--- src/rtl/seq_det_pkg.sv ---
// Shared types and default sizes for the serial-pattern detection controller.
package seq_det_pkg;

  localparam int unsigned PAT_W_DEF = 8;
  localparam int unsigned CNT_W_DEF = 8;
  localparam int unsigned LW_DEF    = $clog2(PAT_W_DEF + 1);

  typedef enum logic [1:0] {
    StIdle = 2'd0,
    StRun  = 2'd1,
    StDone = 2'd2
  } state_e;

endpackage

--- src/rtl/seq_det_match.sv ---
// Pattern matcher: history shift register, fill counter and comparator.
// Build option: SEQ_DET_OVERLAP_EN selects overlapping detection (history reused after a hit).
module seq_det_match
  import seq_det_pkg::*;
#(
  parameter int unsigned PAT_W = PAT_W_DEF,
  parameter int unsigned LW    = LW_DEF
) (
  input  logic             clk,
  input  logic             rst,
  input  logic             data_bit,
  input  logic             valid,
  input  logic             clear,
  input  logic [LW-1:0]    len,
  input  logic [PAT_W-1:0] pattern,
  output logic             hit
);

  logic [PAT_W-1:0] hist_q, hist_shift, mask;
  logic [LW-1:0]    fill_q, fill_d, fill_inc;

  // Compare window mask, next history and saturating fill; hit reflects the bit offered now.
  always_comb begin
    mask = '0;
    for (int i = 0; i < PAT_W; i++) begin
      mask[i] = (LW'(i) < len);
    end
    hist_shift = (hist_q << 1) | PAT_W'(data_bit);
    fill_inc   = (fill_q >= len) ? len : fill_q + LW'(1);
    hit        = valid && (fill_inc >= len) && ((hist_shift & mask) == (pattern & mask));
`ifdef SEQ_DET_OVERLAP_EN
    fill_d = fill_inc;
`else
    // A hit consumes its bits: the next match needs len fresh ones.
    fill_d = hit ? '0 : fill_inc;
`endif
  end

  // History and fill state; clear wins over a shifted-in bit.
  always_ff @(posedge clk) begin
    if (!rst || clear) begin
      hist_q <= '0;
      fill_q <= '0;
    end else if (valid) begin
      hist_q <= hist_shift;
      fill_q <= fill_d;
    end
  end

endmodule

--- src/rtl/seq_det_ctrl.sv ---
// Run controller for programmable serial-pattern detection: config handshake, run FSM,
// bit/match counters and registered outputs.
// Build option: SEQ_DET_OVERLAP_EN (consumed by seq_det_match) enables overlapping matches.
module seq_det_ctrl
  import seq_det_pkg::*;
#(
  parameter int unsigned PAT_W = PAT_W_DEF,
  parameter int unsigned CNT_W = CNT_W_DEF,
  localparam int unsigned LW   = $clog2(PAT_W + 1)
) (
  input  logic             clk,
  input  logic             rst,
  input  logic             cfg_valid,
  output logic             cfg_ready,
  input  logic [PAT_W-1:0] cfg_pattern,
  input  logic [LW-1:0]    cfg_len,
  input  logic [CNT_W-1:0] cfg_window,
  input  logic [CNT_W-1:0] cfg_max,
  input  logic             abort,
  input  logic             signal,
  input  logic             signal_valid,
  output logic             out,
  output logic [CNT_W-1:0] match_cnt,
  output logic             busy,
  output logic             done,
  output logic             cfg_err
);

  state_e           state_q, state_d;
  logic [PAT_W-1:0] pattern_q, pattern_d;
  logic [LW-1:0]    len_q, len_d;
  logic [CNT_W-1:0] window_q, window_d, max_q, max_d;
  logic [CNT_W-1:0] bitcnt_q, bitcnt_d, bitcnt_inc;
  logic [CNT_W-1:0] match_cnt_q, match_cnt_d, mcnt_next;
  logic             out_q, out_d, cfg_err_q, cfg_err_d;
  logic             cfg_fire, len_ok, take_bit, hit;

  assign cfg_fire = cfg_valid && (state_q == StIdle);
  assign len_ok   = (cfg_len != '0) && (cfg_len <= LW'(PAT_W));
  // abort beats a bit offered in the same cycle
  assign take_bit = (state_q == StRun) && signal_valid && !abort;

  seq_det_match #(
    .PAT_W (PAT_W),
    .LW    (LW)
  ) u_match (
    .clk      (clk),
    .rst      (rst),
    .data_bit (signal),
    .valid    (take_bit),
    .clear    (cfg_fire),
    .len      (len_q),
    .pattern  (pattern_q),
    .hit      (hit)
  );

  // Saturating counter increments for the current bit.
  always_comb begin
    bitcnt_inc = (bitcnt_q == '1) ? bitcnt_q : bitcnt_q + CNT_W'(1);
    mcnt_next  = (hit && match_cnt_q != '1) ? match_cnt_q + CNT_W'(1) : match_cnt_q;
  end

  // FSM next state, configuration latch and counter updates.
  always_comb begin
    state_d     = state_q;
    pattern_d   = pattern_q;
    len_d       = len_q;
    window_d    = window_q;
    max_d       = max_q;
    bitcnt_d    = bitcnt_q;
    match_cnt_d = match_cnt_q;
    cfg_err_d   = cfg_err_q;
    out_d       = 1'b0;
    unique case (state_q)
      StIdle: begin
        if (cfg_valid) begin
          pattern_d   = cfg_pattern;
          len_d       = cfg_len;
          window_d    = cfg_window;
          max_d       = cfg_max;
          bitcnt_d    = '0;
          match_cnt_d = '0;
          cfg_err_d   = !len_ok;
          state_d     = len_ok ? StRun : StDone;
        end
      end
      StRun: begin
        if (abort) begin
          state_d = StDone;
        end else if (signal_valid) begin
          bitcnt_d    = bitcnt_inc;
          match_cnt_d = mcnt_next;
          out_d       = hit;
          if ((window_q != '0 && bitcnt_inc == window_q) ||
              (max_q != '0 && mcnt_next == max_q)) begin
            state_d = StDone;
          end
        end
      end
      StDone:  state_d = StIdle;
      default: state_d = StIdle;
    endcase
  end

  // State and output registers.
  always_ff @(posedge clk) begin
    if (!rst) begin
      state_q     <= StIdle;
      pattern_q   <= '0;
      len_q       <= '0;
      window_q    <= '0;
      max_q       <= '0;
      bitcnt_q    <= '0;
      match_cnt_q <= '0;
      out_q       <= 1'b0;
      cfg_err_q   <= 1'b0;
    end else begin
      state_q     <= state_d;
      pattern_q   <= pattern_d;
      len_q       <= len_d;
      window_q    <= window_d;
      max_q       <= max_d;
      bitcnt_q    <= bitcnt_d;
      match_cnt_q <= match_cnt_d;
      out_q       <= out_d;
      cfg_err_q   <= cfg_err_d;
    end
  end

  assign out       = out_q;
  assign match_cnt = match_cnt_q;
  assign cfg_err   = cfg_err_q;
  assign busy      = (state_q == StRun);
  assign done      = (state_q == StDone);
  assign cfg_ready = (state_q == StIdle);

endmodule

--- config.mk ---
export PLATFORM = sky130hd
export DESIGN_NAME = seq_det_ctrl
export DESIGN_NICKNAME = d
export VERILOG_FILES = /design/src/rtl/seq_det_pkg.sv /design/src/rtl/seq_det_match.sv /design/src/rtl/seq_det_ctrl.sv
export SDC_FILE = /design/constraint.sdc
export NUM_CORES = 1
export LEC_CHECK = 0
export ABC_CLOCK_PERIOD_IN_PS = 6000
export BUFFER_PORTS_ARGS = -buffer_cell sky130_fd_sc_hd__buf_2
export CORE_UTILIZATION = 35
export DETAILED_ROUTE_END_ITERATION = 8
export GPL_TIMING_DRIVEN = 0
export PLACE_DENSITY = 0.54
export SYNTH_ARGS = -nofsm -noshare
export SYNTH_HDL_FRONTEND = slang
export SYNTH_SLANG_ARGS = --single-unit
--- constraint.sdc ---
create_clock -name clk -period 6 [get_ports clk]
set_input_delay 0.6 -clock clk [delete_from_list [all_inputs] [get_ports clk]]
set_output_delay 0.6 -clock clk [all_outputs]
set_load 0.01 [all_outputs]
Word level (Yosys, flattened, before mapping)
Cells that the tools add are included.

$add $sub $neg: 3. $lt $le $gt $ge: 11. Eq/ne operators: 12. Multiplexer cells: 17. Bitwise logic cells: 6. Reduce and logical (&&, ||, !) cells: 23.

Operator list (number): 2-to-1 mux 8 bit (7); case mux 8 bit (2 select lines) (2); equality test 8 bit (3); adder 8 x 1 -> 8 bit, second input constant (2); bitwise AND 8 bit (2); < comparator 3 x 4 -> 1 bit, first input constant (4); nonzero test 8 bit (2); 2-to-1 mux 2 bit (5); logical AND 1 bit (9); equality test 8 bit, second input constant (1); >= comparator 4 bit (2); < comparator 1 x 4 -> 1 bit, first input constant (2); < comparator 2 x 4 -> 1 bit, first input constant (2); 2-to-1 mux 4 bit (2); != test 8 bit, second input constant (1); bitwise OR 8 x 1 -> 8 bit (1); != test 2 bit, second input constant (3); adder 4 x 1 -> 4 bit, second input constant (1); <= comparator 4 bit, second input constant (1); case mux 2 bit (2 select lines) (1); AND reduction 4 bit (1); nonzero test 4 bit (1); OR reduction 4 bit (1); logical NOT 1 bit (3); 10 further kinds (13).

Register bits after elaboration: 59. Input bits: 34. Output and inout bits: 13. Word-level logic and storage cells: 83.

Logic depth before layout (Yosys ltp)
Depth after elaboration: 14. Gate-level depth with buffers: 16. Gate-level depth less buffers: 16.

Modules after synthesis
From an unflattened synthesis, not the netlist that was laid out.

Cells, all modules: 416. Area, all modules: 3326.9 um^2.

Modules (own cells, without submodules): seq_det_ctrl (times used 1, cells an instance 324, area an instance 2474.9 um^2, sequential area each 960.9 um^2); seq_det_match (times used 1, cells an instance 92, area an instance 852.1 um^2, sequential area each 220.2 um^2).

Worst setup path before layout
Ideal clock, no wire load.

Kind: register -> register. From: reg len_q[0]. To: reg state_q[1]. Arrival: 3.384 ns. Data required time: 5.874 ns. Slack: 2.491 ns. Stages on the path, launching flop included: 14. Buffers on the path: 0. Period minus slack after synthesis: 3.509 ns. Cells stage by stage: dfxtp_1 > ha_1 > nand2b_1 > a21o_1 > a21o_1 > a21oi_1 > mux2_2 > ha_1 > a211oi_1 > o21bai_1 > nand3_4 > mux2_4 > a311oi_1 > nor4b_1.

Cells in the longest elaborated chain, start to end: 12. Elaborated cells between the ends (all ways): 23. Those cells by class: order compare: 10; eq/ne: 3; mux: 2; bitwise: 2; reduce/logical: 6.

Ends and longest elaborated chain: start, declared (RTL line seq_det_ctrl.sv:31) `logic [LW-1:0] len_q, len_d;`; start signal, assigned (RTL line seq_det_ctrl.sv:120) `len_q <= len_d;`; >= comparator 4 bit (RTL line seq_det_match.sv:29) `fill_inc = (fill_q >= len) ? len : fill_q + LW'(1);`; 2-to-1 mux 4 bit (RTL line seq_det_match.sv:29); >= comparator 4 bit (RTL line seq_det_match.sv:30) `hit = valid && (fill_inc >= len) && ((hist_shift & mask) == (pattern & mask));`; logical AND 1 bit (RTL line seq_det_match.sv:30); logical AND 1 bit * (RTL line seq_det_match.sv:30); logical AND 1 bit * (RTL line seq_det_ctrl.sv:60) `mcnt_next = (hit && match_cnt_q != '1) ? match_cnt_q + CNT_W'(1) : match_cnt_q;`; 2-to-1 mux 8 bit * (RTL line seq_det_ctrl.sv:60); equality test 8 bit * (RTL line seq_det_ctrl.sv:95) `(max_q != '0 && mcnt_next == max_q)) begin`; logical AND 1 bit * (RTL line seq_det_ctrl.sv:95); logical OR 1 bit * (RTL line seq_det_ctrl.sv:94) `if ((window_q != '0 && bitcnt_inc == window_q) ||`; != test 3 x 2 -> 1 bit (no line) *; AND reduction 3 bit (no line) *; end signal, assigned (RTL line seq_det_ctrl.sv:108) `state_q <= StIdle;`; end signal, assigned (RTL line seq_det_ctrl.sv:118) `state_q <= state_d;`; end, declared (RTL line seq_det_ctrl.sv:29) `state_e state_q, state_d;`.

Mark *: on every way between the ends. The rest lies on a longest branch, timed or not. A chain may end at the register's enable or synchronous reset.

Worst setup path in the final report
Ends and elaborated chain as after synthesis.

==> parameters.txt <==
Parameter                              Value

Pwr
  Clk pwr share    0.389
  Switching Fraction    0.300
  Proportion of power drawn by flip-flops and latches    0.446
  PD cells    between 200 and 250 nW/um^2
  Internal power of the cells    between 0.6 and 0.7 mW
  Leakage power summed over all cells    1.50 nW
  P_sw    0.286 mW
  Part of the power in combinational logic    0.165
  Worst supply voltage drop on vdd    0.120 mV

Worst hold path
  Hold wc startpoint    u_match.hist_q[6]
  Hold Path Class    register to register
  Hold EP    u_match.hist_q[6]
  Cell count of the worst hold path    2

Route
  Via/cell ratio    5.04
  Average wire per cell in the routed design    14.4 um
  Count of vias placed by the detailed router    3,042
  Antenna-violating nets left    0
  Count of unresolved DRC violations after routing    0
  Detailed router's first-iteration violation count    163
  Length of the first detailed-routing pass in iterations    4
  Routed wire length    8680 um

Worst setup path
  Reg-to-reg critical path endpoint    state_q[1]
  RR Startpoint    len_q[0]
  Launching element type of the critical path    register
  Crit Path Category    register to register
  Highest net fanout along the worst path    10
  CP endpoint kind    register
  Critical Path RT    6.23 ns
  Depth of the worst register-to-register path    13
  R2r setup slk    1.96 ns
  Arrival time at the worst endpoint    between 4 and 5 ns

Synthesis
  Mean Syn Cell Area    a little over 8 sq um
  Post-synthesis cell count    between 400 and 500
  Library cell occupying the most area in the post-synthesis netlist    sky130_fd_sc_hd__dfxtp_1
  Biggest area contributors in the synthesized netlist    sky130_fd_sc_hd__dfxtp_1 35%, sky130_fd_sc_hd__nand2_1 9.7%, sky130_fd_sc_hd__xnor2_1 7.6%, sky130_fd_sc_hd__a21boi_0 6.5%, sky130_fd_sc_hd__ha_1 4.1%
  Top cell type's share of synthesized area    0.352
  Count of warnings emitted by yosys    0
  Sequential fraction of the synthesis area    0.352
  Post-synth ARST share    0
  Count of flip-flops with a built-in enable after synthesis    0
  Xor and xnor fraction of the mapped netlist area    0.0862
  Combinational family with the most area after synthesis    simple AND/OR/NAND/NOR gates
  Yosys cell types    51
  Compound-Gate Fraction of Synth Area    0.225
  Synthesized cell area    3350 sq um
  Register bit total from synthesis    59
  Synth Area in Adders    0.0410
  Multiplexer share of the synthesized area    0.0317
  Net Count, Synth    ~460
  Share of synthesized cell area in and, or, nand and nor gates    0.228
  Most used flip-flop cell after synthesis    sky130_fd_sc_hd__dfxtp_1

Run status
  Status    finished clean

Floorplan
  # rows    35
  Starting Density    0.363
  Core region area    9240 sq um
  Number of I/O pins    47
  Width of the die    99.9 um
  Total die area    9980 sq um
  Vertical die dimension    roughly 100 um

GRT
  First-pass GRT wire length    14,500 um
  Global routing usage on met3    0.0355
  Global-route track usage on met1    0.246
  Most congested layer reported by global routing    met2
  Pin count of the biggest net entering global routing    13
  Combined global-route utilization of all metal layers    0.188
  Global routing met2 resource utilization    0.311
  Via count of the first global-routing pass    2,906
  Initial antenna violation count    0
  Total global routing overflow    0

Clock network
  Post-CTS Repair Setup Buffers    0
  Root buffer selected by CTS    sky130_fd_sc_hd__clkbuf_8
  Num Clock Sinks    59
  Clk_lat worst skew    0.34 ns
  Resized Gates After CTS    0
  CTS tree    done
  Clock-pin slew reported for the worst setup and hold paths after clock tree synthesis    0.08 ns
  Buffer depth of the longest clock path    2
  CTS hold repair buffers    0
  Number of levels in the clock H-tree    3
  TritonCTS buffer count    9

STA
  Top achievable clock speed    approximately 0.25 GHz
  Total count of hold-check failures in the final report    0
  Final period demand of the worst path    4.04 ns
  Total setup violations reported at the end of the flow    0
  Tcrit/Tclk final    0.674
  Setup_tns    0 ns
  Worst-margin pin slew    0.710 ns
  Setup skew after layout    0.00781 ns
  Tightest slew margin relative to the limit    0.527
  Slew Viols, Final    0
  Setup repair after global routing missed its margin    no

Placed design
  Placed wire-length estimate    6540 um
  Post-placement cell area    3740 sq um
  Final weighted congestion in routability-driven placement    0.852
  PortBufs    45

Final layout
  Final design instance area without fill    a little under 4000 sq um
  Area growth, synth to finish    17.5%
  Count of nets after finishing    515
  Fraction of final layout cells sized beyond drive strength 1    0.154
  Total inserted antenna cells    0

Job
  Maximum Capacitance Violations    0
-- cells by family (layout without fill, tap and decap cells) --
family                   after synthesis  after routing
buffers and inverters                 29             90
AO/OA/AOI/OAI                        109            109
flip-flops                            59             59
multiplexers                          10             10
XOR/XNOR                              33             33
adder cells (fa/ha/maj)               11             11
AND/OR/NAND/NOR                      163            163
-- cell usage after synthesis, types with 7 or more instances --
cell	number
sky130_fd_sc_hd__nor2_1	19
sky130_fd_sc_hd__nand3_1	9
sky130_fd_sc_hd__and2_1	7
sky130_fd_sc_hd__inv_1	8
sky130_fd_sc_hd__clkbuf_1	19
sky130_fd_sc_hd__nand2_1	87
sky130_fd_sc_hd__xnor2_1	29
sky130_fd_sc_hd__dfxtp_1	59
sky130_fd_sc_hd__mux2i_1	8
sky130_fd_sc_hd__o21ai_0	21
sky130_fd_sc_hd__a31oi_1	7
sky130_fd_sc_hd__ha_1	11
sky130_fd_sc_hd__nor3_1	7
sky130_fd_sc_hd__a21boi_0	29
sky130_fd_sc_hd__a21oi_1	18
-- routing by layer --
metal | part of all wire | wire (um) | vias to the layer above
met5 | 0 | 0 | -
met4 | 0.012 | 104 | 0
met3 | 0.037 | 323 | 10
met2 | 0.47 | 4100 | 54
met1 | 0.48 | 4160 | 1405
li1 | - | - | 1573
-- placed cells by master, fill, tap and decap left out, types with 3 or more instances in the layout --
cell	netlist	final
sky130_fd_sc_hd__nand2b_1	6	6
sky130_fd_sc_hd__a21o_1	4	4
sky130_fd_sc_hd__a22oi_1	4	4
sky130_fd_sc_hd__nor2b_1	6	6
sky130_fd_sc_hd__nand3_1	9	9
sky130_fd_sc_hd__nand2_1	87	87
sky130_fd_sc_hd__a211oi_1	4	4
sky130_fd_sc_hd__clkbuf_8	0	9
sky130_fd_sc_hd__nor2_1	19	19
sky130_fd_sc_hd__o22ai_1	3	3
sky130_fd_sc_hd__o21ai_0	21	21
sky130_fd_sc_hd__inv_1	8	8
sky130_fd_sc_hd__xor2_1	4	4
sky130_fd_sc_hd__clkbuf_1	19	19
sky130_fd_sc_hd__buf_2	1	46
sky130_fd_sc_hd__xnor2_1	29	29
sky130_fd_sc_hd__ha_1	11	11
sky130_fd_sc_hd__nand4_1	4	4
sky130_fd_sc_hd__o211ai_1	4	4
sky130_fd_sc_hd__a21oi_1	18	18
sky130_fd_sc_hd__and3_1	5	5
sky130_fd_sc_hd__dfxtp_1	59	59
sky130_fd_sc_hd__nor3_1	7	7
sky130_fd_sc_hd__mux2i_1	8	8
sky130_fd_sc_hd__a21boi_0	29	29
sky130_fd_sc_hd__nor4_1	4	4
sky130_fd_sc_hd__and2_1	7	7
sky130_fd_sc_hd__a31oi_1	7	7
-- how the worst max path moves through the flow --
| stage | startpoint | end | depth (start not counted) |
|---|---|---|---|
| after global routing | len_q[0] | state_q[1] | 13 |
| after CTS | len_q[0] | state_q[1] | 13 |
| after floorplan | len_q[0] | state_q[1] | 13 |
| after global placement | len_q[0] | state_q[1] | 13 |
| after detailed placement | len_q[0] | state_q[1] | 13 |
| final | len_q[0] | state_q[1] | 13 |
-- registers in the layout, summed over array words and instances (netlist names), 2 cells and up --
name and flops:
match_cnt 8, len_q 4, u_match.fill_q 4, window_q 8, u_match.hist_q 7, pattern_q 8, max_q 8, bitcnt_q 8
state_q 2
-- critical path: stages (launching register included) --
cell                       delay, ns
sky130_fd_sc_hd__dfxtp_1        0.52
sky130_fd_sc_hd__ha_1           0.29
sky130_fd_sc_hd__nand2b_1       0.14
sky130_fd_sc_hd__a21o_1         0.17
sky130_fd_sc_hd__a21o_1         0.17
sky130_fd_sc_hd__a21oi_1        0.45
sky130_fd_sc_hd__mux2_2         0.41
sky130_fd_sc_hd__ha_1           0.27
sky130_fd_sc_hd__a211oi_1       0.06
sky130_fd_sc_hd__o21bai_1       0.49
sky130_fd_sc_hd__nand3_4        0.23
sky130_fd_sc_hd__mux2_4         0.36
sky130_fd_sc_hd__a311oi_1       0.28
sky130_fd_sc_hd__nor4b_1        0.09
-- power groups by stage --
| stage | sequential, mW | clock, mW | combinational (mW) |
|---|---|---|---|
| CTS | 0.425 | 0.378 | 0.160 |
| floorplan | 0.429 | 0 | 0.110 |
| global route | 0.428 | 0.402 | 0.177 |
| global placement | 0.434 | 0 | 0.156 |
| detailed placement | 0.434 | 0 | 0.159 |
| finish | 0.425 | 0.371 | 0.157 |
-- metrics by stage --
step                      instances  utilization  hold slack, ns  setup slack (ns)  power (mW)
after floorplan                 414            -           0.449              2.49       0.540
after global placement          588        0.405           0.463              2.01       0.590
after detailed placement        588        0.405           0.463              1.97       0.593
after CTS                       604        0.426           0.475              1.94       0.962
after global routing            604        0.426           0.498              1.67        1.01
final                           604        0.426           0.472              1.96       0.953
-- final cells by class --
| class | count | area (sq um) |
|---|---|---|
| plain buffers | 21 | 87.6 |
| well taps | 129 | 161 |
| inverters | 8 | 30.0 |
| clock inverters | 7 | 76.3 |
| flip-flops and latches | 59 | 1180 |
| clock buffers | 9 | 124 |
| fillers | 970 | 5300 |
| repair buffers | 45 | 225 |
| multi-input cells | 326 | 2050 |
(Power assumes the default switching activity.)
